===== src/rtl/mlp_seq_pkg.sv =====
// Shared types and default sizing for the printed-MLP frame sequencer.
package mlp_seq_pkg;

   localparam int N_FEAT     = 9;
   localparam int FEAT_W     = 4;
   localparam int CLS_W      = 2;
   localparam int SETTLE_CYC = 4;
   localparam int VEC_W      = N_FEAT * FEAT_W;

   typedef enum logic [1:0] {
      COLLECT = 2'd0,
      SETTLE  = 2'd1,
      OUT     = 2'd2
   } seq_state_t;

endpackage


===== src/rtl/mlp_feat_packer.sv =====
// Frame assembler: packs serial feature beats into the classifier input
// vector and polices frame length. A long frame sets drop, and the rest of
// that frame is swallowed up to its feat_last beat without a second error.
module mlp_feat_packer #(
   parameter int N_FEAT = mlp_seq_pkg::N_FEAT,
   parameter int FEAT_W = mlp_seq_pkg::FEAT_W
) (
   input  logic                       clk,
   input  logic                       rst,
   input  logic                       beat_xfer,
   input  logic [FEAT_W-1:0]          feat_data,
   input  logic                       feat_last,
   output logic [N_FEAT*FEAT_W-1:0]   mlp_inp,
   output logic                       frame_done,
   output logic                       frame_err
);

   localparam int CNT_W = (N_FEAT > 1) ? $clog2(N_FEAT) : 1;
   localparam logic [CNT_W-1:0] CNT_MAX = CNT_W'(N_FEAT - 1);

   logic [CNT_W-1:0] feat_cnt;
   logic             drop;
   logic             at_max;

   assign at_max     = (feat_cnt == CNT_MAX);
   assign frame_done = beat_xfer && !drop && at_max && feat_last;

   // Slot write, feature counter, drop flag and the registered error pulse.
   always_ff @(posedge clk or posedge rst) begin
      if (rst) begin
         feat_cnt  <= '0;
         drop      <= 1'b0;
         mlp_inp   <= '0;
         frame_err <= 1'b0;
      end else begin
         frame_err <= 1'b0;
         if (beat_xfer) begin
            if (drop) begin
               if (feat_last) drop <= 1'b0;
            end else begin
               for (int k = 0; k < N_FEAT; k++) begin
                  if (feat_cnt == CNT_W'(k)) mlp_inp[k*FEAT_W +: FEAT_W] <= feat_data;
               end
               if (feat_last) begin
                  feat_cnt <= '0;
                  if (!at_max) frame_err <= 1'b1;
               end else if (at_max) begin
                  feat_cnt  <= '0;
                  drop      <= 1'b1;
                  frame_err <= 1'b1;
               end else begin
                  feat_cnt <= feat_cnt + CNT_W'(1);
               end
            end
         end
      end
   end

endmodule


===== src/rtl/mlp_frame_sequencer.sv =====
// Wrapper around the combinational printed-MLP classifier: collects a frame,
// holds it on the core for a settle time, then returns the class on a
// valid/ready handshake.
//
//   state   | meaning
//   --------+-------------------------------------------------------------
//   COLLECT | accepting feature beats (incl. drain after a long frame)
//   SETTLE  | vector held on the core, settle_cnt counting down to 0
//   OUT     | class result presented, waiting for cls_ready
module mlp_frame_sequencer #(
   parameter int N_FEAT     = mlp_seq_pkg::N_FEAT,
   parameter int FEAT_W     = mlp_seq_pkg::FEAT_W,
   parameter int CLS_W      = mlp_seq_pkg::CLS_W,
   parameter int SETTLE_CYC = mlp_seq_pkg::SETTLE_CYC
) (
   input  logic                       clk,
   input  logic                       rst,
   input  logic                       feat_valid,
   output logic                       feat_ready,
   input  logic [FEAT_W-1:0]          feat_data,
   input  logic                       feat_last,
   output logic [N_FEAT*FEAT_W-1:0]   mlp_inp,
   input  logic [CLS_W-1:0]           mlp_out,
   output logic                       cls_valid,
   input  logic                       cls_ready,
   output logic [CLS_W-1:0]           cls_data,
   output logic                       frame_err
);

   import mlp_seq_pkg::*;

   localparam int SC_W = (SETTLE_CYC > 1) ? $clog2(SETTLE_CYC) : 1;
   localparam logic [SC_W-1:0] SETTLE_INIT = SC_W'(SETTLE_CYC - 1);

   seq_state_t       state, state_nxt;
   logic [SC_W-1:0]  settle_cnt, settle_nxt;
   logic             cls_valid_nxt;
   logic [CLS_W-1:0] cls_data_nxt;
   logic             beat_xfer;
   logic             frame_done;

   // Ready depends only on state (and is held low while in reset), so
   // cls_ready never reaches feat_ready combinationally.
   assign feat_ready = (state == COLLECT) && !rst;
   assign beat_xfer  = feat_valid && feat_ready;

   mlp_feat_packer #(
      .N_FEAT (N_FEAT),
      .FEAT_W (FEAT_W)
   ) u_packer (
      .clk        (clk),
      .rst        (rst),
      .beat_xfer  (beat_xfer),
      .feat_data  (feat_data),
      .feat_last  (feat_last),
      .mlp_inp    (mlp_inp),
      .frame_done (frame_done),
      .frame_err  (frame_err)
   );

   // State, settle counter and result register.
   always_ff @(posedge clk or posedge rst) begin
      if (rst) begin
         state      <= COLLECT;
         settle_cnt <= '0;
         cls_valid  <= 1'b0;
         cls_data   <= '0;
      end else begin
         state      <= state_nxt;
         settle_cnt <= settle_nxt;
         cls_valid  <= cls_valid_nxt;
         cls_data   <= cls_data_nxt;
      end
   end

   // Next-state logic; cls_data only loads at the end of SETTLE, so it is
   // frozen for the whole OUT phase regardless of mlp_out.
   always_comb begin
      state_nxt     = state;
      settle_nxt    = settle_cnt;
      cls_valid_nxt = cls_valid;
      cls_data_nxt  = cls_data;
      case (state)
         COLLECT: begin
            if (frame_done) begin
               state_nxt  = SETTLE;
               settle_nxt = SETTLE_INIT;
            end
         end
         SETTLE: begin
            if (settle_cnt == '0) begin
               cls_data_nxt  = mlp_out;
               cls_valid_nxt = 1'b1;
               state_nxt     = OUT;
            end else begin
               settle_nxt = settle_cnt - SC_W'(1);
            end
         end
         OUT: begin
            if (cls_ready) begin
               cls_valid_nxt = 1'b0;
               state_nxt     = COLLECT;
            end
         end
         default: begin
            state_nxt     = COLLECT;
            cls_valid_nxt = 1'b0;
         end
      endcase
   end

endmodule


===== config.mk =====
export PLATFORM = sky130hd
export DESIGN_NAME = mlp_frame_sequencer
export DESIGN_NICKNAME = d
export VERILOG_FILES = /design/src/rtl/mlp_seq_pkg.sv /design/src/rtl/mlp_feat_packer.sv /design/src/rtl/mlp_frame_sequencer.sv
export SDC_FILE = /design/constraint.sdc
export NUM_CORES = 1
export LEC_CHECK = 0
export ABC_AREA = 0
export CAP_MARGIN = 20
export CORE_ASPECT_RATIO = 1.4
export CORE_MARGIN = 10
export CORE_UTILIZATION = 44
export DETAILED_ROUTE_END_ITERATION = 10
export GPL_TIMING_DRIVEN = 0
export MAX_ROUTING_LAYER = met4
export PLACE_DENSITY_LB_ADDON = 0.2
export SYNTH_ARGS = -nofsm -noshare
export SYNTH_HDL_FRONTEND = slang
export SYNTH_SLANG_ARGS = --single-unit

===== constraint.sdc =====
create_clock -name clk -period 1.9 [get_ports clk]
set_clock_uncertainty 0.1 [all_clocks]
set_input_delay 0.57 -clock clk [delete_from_list [all_inputs] [get_ports clk]]
set_output_delay 0.57 -clock clk [all_outputs]
set_load 0.01 [all_outputs]

# Word level (Yosys, flattened, before mapping)
# Cells that the tools add are included.
dict set report word_totals {
  regBits 49
  latchBits 0
  mem_bits_rw 0
  rom_bits 0
  inputBits 11
  out_inout_bits 41
  word_cells 79
  mem_count 0
}
dict set report op_classes {
  addsub 2
  multipliers 0
  div 0
  order_cmp 0
  n_eq_ne 14
  shifts 0
  n_mux 20
  bitwise 2
  reduce_logical 25
}
# op n
set ops {}
lappend ops {{$reduce_and A3 Y1} 12}
lappend ops {{$eq A4 B3 Y1 const B} 4}
lappend ops {{$mux W1} 10}
lappend ops {{$mux W2} 5}
lappend ops {{$eq A4 B2 Y1 const B} 2}
lappend ops {{$mux W4} 2}
lappend ops {{$ne A2 B2 Y1 const B} 4}
lappend ops {{$pmux W2 S3} 1}
lappend ops {{$logic_and A1 B1 Y1} 5}
lappend ops {{$add A4 B1 Y4 const B} 1}
lappend ops {{$eq A4 B1 Y1 const B} 1}
lappend ops {{$eq A4 B4 Y1 const B} 1}
lappend ops {{$logic_not A2 Y1} 2}
lappend ops {{$logic_not A4 Y1} 1}
lappend ops {{$pmux W2 S2} 1}
lappend ops {{$reduce_and A2 Y1} 2}
lappend ops {{$pmux W1 S3} 1}
lappend ops {{$eq A2 B1 Y1 const B} 1}
lappend ops {{$eq A2 B2 Y1 const B} 1}
lappend ops {{$logic_not A1 Y1} 2}
lappend ops {{$not A1 Y1} 2}
lappend ops {{$reduce_bool A2 Y1} 1}
lappend ops {{$sub A2 B1 Y2 const B} 1}

# Logic depth before layout (Yosys ltp)
dict set report depth {
  word_depth 8
  mapped_depth 7
  mapped_depth_nobuf 7
}

# Modules after synthesis
# A second synthesis with hierarchy kept.
dict set report hier_totals {
  hier_cells 151
  hier_area_um2 2202.1
}
# module n_inst cells_each area_per_inst_um2 seq_area_each_um2
set by_module_without_submodules {}
lappend by_module_without_submodules {mlp_feat_packer 1 120 1839.3 1051.0}
lappend by_module_without_submodules {mlp_frame_sequencer 1 31 362.8 175.2}

# Least setup slack after synthesis
# OpenSTA, ideal clock, no wires.
dict set report synth_timing {
  path_kind {input to register}
  start {input rst}
  end {register u_packer.mlp_inp[32]}
  setup_ns 0.125
  t_arrival_ns 1.726
  t_required_ns 1.675
  path_slack_ns -0.051
  stages 3
  path_buffers 0
  path_cell_list {or4b_4 > nor3_4 > mux2_2}
}
dict set report synth_between {
  elab_chain_cells 4
}
# element line
set synth_lines {}
lappend synth_lines {{start: declaration} mlp_frame_sequencer.sv:17} ;# input logic rst,
lappend synth_lines {{$logic_not A1 Y1 (no source line)} -}
lappend synth_lines {{$logic_and A1 B1 Y1} mlp_frame_sequencer.sv:44} ;# assign feat_ready = (state == COLLECT) && !rst;
lappend synth_lines {{$logic_and A1 B1 Y1} mlp_frame_sequencer.sv:45} ;# assign beat_xfer = feat_valid && feat_ready;
lappend synth_lines {{$reduce_and A3 Y1 (no source line)} -}
lappend synth_lines {{end signal: indexed assignment} mlp_feat_packer.sv:42} ;# if (feat_cnt == CNT_W'(k)) mlp_inp[k*FEAT_W +: FEAT_W] <= feat_data;
lappend synth_lines {{end: declaration} mlp_feat_packer.sv:13} ;# output logic [N_FEAT*FEAT_W-1:0] mlp_inp,
# Every way passes these cells.
# A chain may end at the register's enable or synchronous reset.

# Worst setup path after layout
dict set report layout_timing {
  start {register state[0]}
  end {register u_packer.mlp_inp[2]}
}
dict set report layout_between {
  elab_chain_cells 4
}
# element line
set layout_lines {}
lappend layout_lines {{start: declaration} mlp_frame_sequencer.sv:35} ;# seq_state_t state, state_nxt;
lappend layout_lines {{start signal: assignment} mlp_frame_sequencer.sv:69} ;# state <= state_nxt;
lappend layout_lines {{$logic_not A2 Y1} mlp_frame_sequencer.sv:44}
lappend layout_lines {{$logic_and A1 B1 Y1} mlp_frame_sequencer.sv:44}
lappend layout_lines {{$logic_and A1 B1 Y1} mlp_frame_sequencer.sv:45}
lappend layout_lines {{$reduce_and A3 Y1 (no source line)} -}
# Every way passes these cells.

==> metrics <==
worst path cell trace=buf_6 > nor4b_4 > buf_4 > and4b_2 > mux2_4; WS Path Type=register to register; clock slew at reported path FFs=0.08 ns; Max Slew Vio Count=0; Buffers on Ports=50; Post-Syn Area=2100 um2; Setup crit start kind=register; number of H-tree levels=2; Pwr Total=roughly 3.8 mW; net count after synthesis=roughly 170; Non-Filler Instances=280; Worst Slack Setup Final=between 0.006 and 0.007 ns; Seq cells post-synth=between 40 and 50; Final nets=234; Mapped Cells=151; Final min period=approximately 1.9 ns; placed cell count=264; met1 GRT Util=0.147; FP Rows=29; Layout Utilization=0.649; first-iteration detailed-routing DRC count=~80; Post-synth top flop=dfrtp_1; CP Max Fanout=5; PwrDens=~1300 nW/um2; final cycle utilization of the critical path=0.997; Arrival @ worst endpoint=between 1.5 and 2 ns; fmax=between 500 and 600 MHz; HPWL after DPL=around 3800 um; # Max-Cap Violations=0; Largest delay share family, worst path=simple AND/OR/NAND/NOR gates; Worst VDD drop=slightly above 900 uV; number of buffers created by CTS=5; Post-synth EDFFs=0; Slew HR=0.625; final hold viol count=0; dominant cell type by area after synthesis=dfrtp_1; Die ar.=about 8000 um2; # setup viols final=0; routed wire length per instance=between 15 and 20 um; met2 Use GR=0.225; Starting Density=0.460; Pre-antenna DRT Iters=4; Clock Root Buffer=clkbuf_8; hold_ws=0.278 ns; GP Congestion=just under 0.9; Min-Delay Path Class=primary input to async pin; vias in the first global route=about 1,600; core area=4570 um2; top cells by area, synth=dfrtp_1, mux2_2, ha_1; DRC=0; hold buffer count at CTS=0; post-synthesis sequential area ratio=0.583; Yosys top cell area share=0.583; total global-route track usage=0.133; Antenna Cells=0; DRT Wirelength=about 5200 um; Leak=around 1.7 nW; via density per instance=around 5.2; clock sink count=between 40 and 50; Worst Tran Pin Value=around 0.56 ns; Top Ports=52; Place WS=-0.775 ns; via count=about 1,500; global-route wire length before repair=8260 um; RSZ-0062 raised after global routing=yes; Overflow after GRT=0; layout cells sized above 1=0.326; die width=78.4 um; post-synth cell types=31; Die Span Y=about 100 um; Yosys Warn Count=0; CP max stage cell=dfrtp_1; CTS tree=done; initial antenna violation count=0; CP Buf/Inv Count=2; met3 usage=0.0390; status=complete, no violations; clock tree buffer depth=2; Critical Path End Type=register; Worst Path Required=between 1.5 and 2 ns; syn_area_per_cell=between 10 and 15 um2; Clk Latency, worst-skew pair=0.29 ns; slowest cell delay on critical path=around 0.38 ns; P&R area growth vs syn=41.0%; Top Usage Layer GRT=met2; largest net degree at the start of global routing=27; Synth async-reset ratio=1.00; post-route ant nets=0
[path summary, 6_finish.rpt]
path | from | slack (ns) | cells after the start | end
hold reg to reg | u_packer.mlp_inp[6]$_DFFE_PP0P_ | 0.41 | 1 | u_packer.mlp_inp[6]$_DFFE_PP0P_
setup / recovery | state[0]$_DFFE_PP0P_ | 0.007 | 5 | u_packer.mlp_inp[2]$_DFFE_PP0P_
setup reg to reg | state[0]$_DFFE_PP0P_ | 0.007 | 5 | u_packer.mlp_inp[2]$_DFFE_PP0P_
hold / removal | rst | 0.28 | 2 | u_packer.feat_cnt[2]$_DFFE_PP0P_
max in group asynchronous | rst | 0.90 | 3 | state[1]$_DFFE_PP0P_
min in group clk | u_packer.mlp_inp[6]$_DFFE_PP0P_ | 0.41 | 1 | u_packer.mlp_inp[6]$_DFFE_PP0P_
[layer usage]
layer  share of wire  up-vias  wire length, um
met5               0        -                0
met4           0.012        0               63
met3           0.048        7              246
met2            0.53       48             2720
met1            0.41      727             2130
li1                -      678                -
[metrics by stage]
stage / area, um2 / TNS (ns)
4_1_cts: 2880 / 0
6_report: 2970 / 0
3_3_place_gp: 2680 / -63.84
3_5_place_dp: 2710 / -27.21
2_1_floorplan: 2100 / -0.00364
5_1_grt: 2970 / -1.38
[cells in the mapped netlist (2+ instances only)]
master,instances
nand3b_1,2
nand4_1,5
and4b_1,3
dfrtp_1,49
a21oi_1,2
o21ai_0,5
nor2_1,5
nand2_1,2
ha_1,6
mux2_2,39
clkbuf_1,3
inv_1,8
a31o_2,3
nand2b_1,2
[kinds of logic (layout without fill, tap and decap cells)]
group                      count (synthesis)  in the layout  share of synthesized area
DFF                                       49             49                      0.583
muxes                                     40             40                      0.214
and+or+nand+nor                           28             28                     0.0916
AOI/OAI and AO/OA                         14             14                     0.0446
buffers and inverters                     13             80                     0.0274
adders and majority gates                  6              6                     0.0357
xor gates and xnor gates                   1              1                    0.00416
[area by class of cell]
type | instances | area (um2)
fill | 370 | 1610
sequential | 49 | 1230
multi-input combinational | 89 | 877
timing repair buffer | 59 | 641
tap | 62 | 77.6
clock buffer | 7 | 76.3
buffer | 5 | 30.0
inverter | 8 | 30.0
clock inverter | 1 | 7.51
[state kept, by name, summed over array words and instances (netlist names)]
register / cells
u_packer.frame_err: 1
cls_data: 2
cls_valid: 1
u_packer.drop: 1
u_packer.mlp_inp: 36
state: 2
settle_cnt: 2
u_packer.feat_cnt: 4
[power breakdown]
group	internal, mW	switching, mW	total [mW]	leakage [nW]
Clock	0.261	0.323	0.584	0.0385
Sequential	1.38	0.198	1.58	0.636
Combinational	0.898	0.731	1.63	1.04
Total	2.54	1.25	3.79	1.71
[cell usage in the layout, fill, tap and decap left out, drive strengths merged, types with 6 or more instances in the layout]
| cell type | instances |
|---|---|
| dfrtp | 49 |
| inv | 8 |
| ha | 6 |
| clkdlybuf4s50 | 16 |
| dlymetal6s2s | 26 |
| clkbuf | 10 |
| mux2 | 39 |
| dlygate4sd2 | 6 |
| buf | 13 |
[repair_timing]
action                                  CTS  global route
endpoints found under the hold margin     0             0
resized for setup                        28            32
gates cloned                              1             0
pin swaps                                 4             6
buffers inserted                          5             2
endpoints found under the setup margin   48            60
No activity file was read; power rests on OpenSTA's default activity.
